<file path="src/rtl/fifo_rd_stage.sv">
// fifo_rd_stage: read-side drain of a registered-read FIFO.
// Pops into fifo_ctrl and streams words out through a 2-entry skid buffer.
module fifo_rd_stage #(
    parameter int DATA_BW = 8
) (
    input  logic               clk,
    input  logic               rst_n,
    input  logic               fifo_empty,
    input  logic [DATA_BW-1:0] fifo_dout,
    output logic               rd_dout,
    input  logic               flush,
    output logic               out_valid,
    output logic [DATA_BW-1:0] out_data,
    input  logic               out_ready
);

    logic [DATA_BW-1:0] buf_mem [2];
    logic               head;
    logic               tail;
    logic [1:0]         buf_cnt;
    logic               inflight;
    logic               deq;
    logic               capture;
    logic [2:0]         occ;

    assign out_valid = (buf_cnt != 2'd0);
    assign out_data  = buf_mem[head];
    assign deq       = out_valid & out_ready;
    assign capture   = inflight & ~flush;

    // Occupancy after this cycle's dequeue, counting the word in flight.
    assign occ = {1'b0, buf_cnt} + {2'b0, inflight} - {2'b0, deq};

    assign rd_dout = rst_n & ~fifo_empty & ~flush & (occ <= 3'd1);

    always_ff @(posedge clk or negedge rst_n) begin
        if (!rst_n) begin
            buf_mem[0] <= '0;
            buf_mem[1] <= '0;
            head       <= 1'b0;
            tail       <= 1'b0;
            buf_cnt    <= 2'd0;
            inflight   <= 1'b0;
        end else if (flush) begin
            buf_mem[0] <= '0;
            buf_mem[1] <= '0;
            head       <= 1'b0;
            tail       <= 1'b0;
            buf_cnt    <= 2'd0;
            inflight   <= 1'b0;
        end else begin
            inflight <= rd_dout;
            if (capture) begin
                buf_mem[tail] <= fifo_dout;
                tail          <= ~tail;
            end
            if (deq) begin
                head <= ~head;
            end
            unique case ({capture, deq})
                2'b10:   buf_cnt <= buf_cnt + 2'd1;
                2'b01:   buf_cnt <= buf_cnt - 2'd1;
                default: buf_cnt <= buf_cnt;
            endcase
        end
    end

    a_no_overflow: assert property (
        @(posedge clk) disable iff (!rst_n)
        !(capture && buf_cnt == 2'd2)
    );

endmodule

</file>
<file path="config.mk">
export PLATFORM = sky130hd
export DESIGN_NAME = fifo_rd_stage
export DESIGN_NICKNAME = d
export VERILOG_FILES = /design/src/rtl/fifo_rd_stage.sv
export SDC_FILE = /design/constraint.sdc
export NUM_CORES = 1
export LEC_CHECK = 0
export CAP_MARGIN = 10
export CORE_MARGIN = 2
export CORE_UTILIZATION = 40
export DETAILED_ROUTE_END_ITERATION = 10
export PLACE_DENSITY = 0.65
export REMOVE_ABC_BUFFERS = 1
export SYNTH_ARGS = -nofsm -noshare
export SYNTH_HDL_FRONTEND = slang
export SYNTH_SLANG_ARGS = --single-unit
</file>
<file path="constraint.sdc">
create_clock -name clk -period 5.7 [get_ports clk]
set_input_delay 1.14 -clock clk [delete_from_list [all_inputs] [get_ports clk]]
set_output_delay 1.14 -clock clk [all_outputs]
set_load 0.02 [all_outputs]
</file>
==> results.yml <==
power:
  power_density_mw_per_mm2: 200
  power_leakage_nw: 0.564
  ir_worst_vdd_v: 0.000114
setup_path:
  cpPeakStageDelay_ns: 0.66
  crit_type: "in2out"
  worstSetupEndpointType: "primary output"
  worst-endpoint-arrival_ns: 3.75
  critPathBufInv: 4
  cp_max_fo: 4
  crit_slowest_cell: "clkdlybuf4s50_1"
  path_cells: "clkdlybuf4s50_1 > o21a_1 > ha_1 > inv_1 > ha_1 > inv_1 > fa_1 > nand2_1 > nor4_1 > clkdlybuf4s50_1"
  crit_family: "buffers and inverters"
  required_ns: 4.56
  critPathLaunchType: "input pin"
flow_run:
  drv_cap: 0
global_route:
  track_usage_pct: 14.8
  grt_overflow: 0
  grt_first_pass_wirelength_mm: 3.75
  grt_pass1_vias: 870
  antenna_found_initial: 0
  grt_max_degree: 23
sta:
  rsz0062_at_grt: "no"
  clock_skew_ns: 0.00420
  tightestPinTransition_ns: 0.769
  fin_ws_ns: 0.815
  maxSlewViolCount: 0
  maxSlewHeadroom_pct: 48.6
  fmax_ghz: 0.205
  fin_tns_setup_ns: 0
  finalCriticalPeriod_ns: 4.89
  fin_crit_sh_pct: 85.7
  hold_viol: 0
  final-setup-viol-count: 0
detailed_routing:
  routed_via_density: 5.21
  via_count: 849
  highest_layer: "met3"
  firstDrtPassIters: 4
  wl_mm: 2.13
  antenna_left: 0
  wire_per_inst_um: 13.1
  drtIter0Drc: 17
  met1_length_um: 998
  route.detailed.drc: 0
  met3WireLength_um: 82
  wl_met2_mm: 1.05
synthesis:
  yosys_warnings: 0
  syn_avg_cell_area_um2: 9.40
  ys_ff_latch: 21
  syn_inst: 113
  synth_area_mm2: 0.00106
  synth-seq-area-share_pct: 49.5
  synth_cell_types: 23
floorplanning:
  ios: 23
  floorplan.rows: 18
  die-height_um: 55.5
  die_x_um: 55.5
  core_area_mm2: 0.00250
  initial_utilization_pct: 42.5
  dieArea_mm2: 0.00308
clock_tree:
  cts_setup_buffers: 0
  clk_pin_slew_ns: 0.11
  root_buffer: "clkbuf_4"
  h-tree-depth: 1
  cts_buffers: 3
  ctsResizeCount: 0
  cts_tree: "built"
  cts_hold_buffers: 0
  clkLatencyLatePin_ns: 0.29
  ctsLongestPathBuffers: 2
  cts.sinks: 21
place:
  routabilityCongestion: 0.691
  dpl_worst_slack_ns: 0.810
  place_hpwl_mm: 1.50
  io_buffers: 22
layout:
  nets: 150
  syn2layout_area_growth_pct: 23.9
  diodes: 0
  drive_gt1_share_pct: 9.77
  fill_cells: 246
status:
  status: "completed"
hold_path:
  holdCritPathClass: "reg2reg"
cell families after synthesis:
kind of cell	synth area share (%)
AND/OR/NAND/NOR	20.7
flip-flops	49.5
AO/OA/AOI/OAI	9.89
buffers and inverters	4.59
multiplexers	9.42
adder cells (fa/ha/maj)	4.24
XOR/XNOR	1.65
per-layer routing:
metal  vias to the layer above  track usage, %
met5                         -               0
met4                         0            2.09
met3                         0            3.28
met2                        17            26.5
met1                       414            18.7
li1                        418               -
where the power goes:
group          leakage [nW]  switching [mW]  total (mW)  internal, mW
Combinational         0.258          0.0176      0.0359        0.0183
Sequential            0.291         0.00494       0.157         0.152
Clock                0.0150          0.0426      0.0698        0.0272
Total                 0.564          0.0651       0.263         0.198
Yosys cell counts:
master    number  area (µm²)
nand2_1       28         105
dfrtp_1       21         526
a21oi_1       18        90.1
mux2_2         8        90.1
nand3_1        8        40.0
buf_2          3        15.0
inv_1          3        11.3
nor3_1         3        15.0
and2b_1        2        15.0
buf_4          2        15.0
clkbuf_1       2        7.51
ha_1           2        25.0
nor4_1         2        12.5
o21a_1         2        15.0
and3b_1        1        8.76
fa_1           1        20.0
mux2i_1        1        10.0
nand2b_1       1        6.26
nor2_1         1        3.75
or2_2          1        6.26
or2b_1         1        7.51
xnor2_1        1        8.76
xor2_1         1        8.76
worst paths after layout:
kind | endpoint | cells after the start | startpoint | slack (ns)
max in group asynchronous | inflight | 2 | rst_n | 4.29
worst max register to register | inflight | 8 | inflight | 3.50
min in group asynchronous | buf_mem[12] | 2 | rst_n | 1.19
worst max-delay path | rd_dout | 10 | out_ready | 0.81
worst min-delay path | buf_mem[9] | 2 | buf_mem[9] | 0.53
worst min register to register | buf_mem[9] | 2 | buf_mem[9] | 0.53
area by class of cell:
type	count	area, µm²	share of cell area [%]
clock buffer	4	26.3	2.00
timing repair buffer	23	228	17.3
multi-input combinational	82	488	37.1
sequential	21	526	39.9
inverter	3	11.3	0.856
tap	30	37.5	2.85
worst min-delay path, stage by stage, from the launching register on:
cell     delay, ns
dfrtp_1       0.39
nand2_1       0.05
a21oi_1       0.05
registers in the layout, summed over array words and instances (netlist names):
register	cells
tail	1
head	1
buf_cnt	2
inflight	1
buf_mem	16
placed cells by master, fill, tap and decap left out:
master / count
a21oi_1: 18
and2b_1: 2
and3b_1: 1
buf_4: 1
clkbuf_1: 1
clkbuf_4: 3
clkdlybuf4s50_1: 22
dfrtp_1: 21
fa_1: 1
ha_1: 2
inv_1: 3
mux2_2: 8
mux2i_1: 1
nand2_1: 28
nand2b_1: 1
nand3_1: 8
nor2_1: 1
nor3_1: 3
nor4_1: 2
o21a_1: 2
or2_2: 1
or2b_1: 1
xnor2_1: 1
xor2_1: 1
per-stage QoR:
| stage | util [%] | area [µm²] | instances | hold slack, ns | power [mW] |
|---|---|---|---|---|---|
| floorplan | - | 1020 | 106 | 0.491 | 0.173 |
| global placement | 51.6 | 1290 | 159 | 0.506 | 0.196 |
| detailed placement | 51.6 | 1290 | 159 | 0.514 | 0.197 |
| CTS | 52.7 | 1320 | 163 | 0.530 | 0.266 |
| global route | 52.7 | 1320 | 163 | 0.546 | 0.274 |
| finish | 52.7 | 1320 | 163 | 0.525 | 0.263 |
Power figures use the tool's default switching activity.
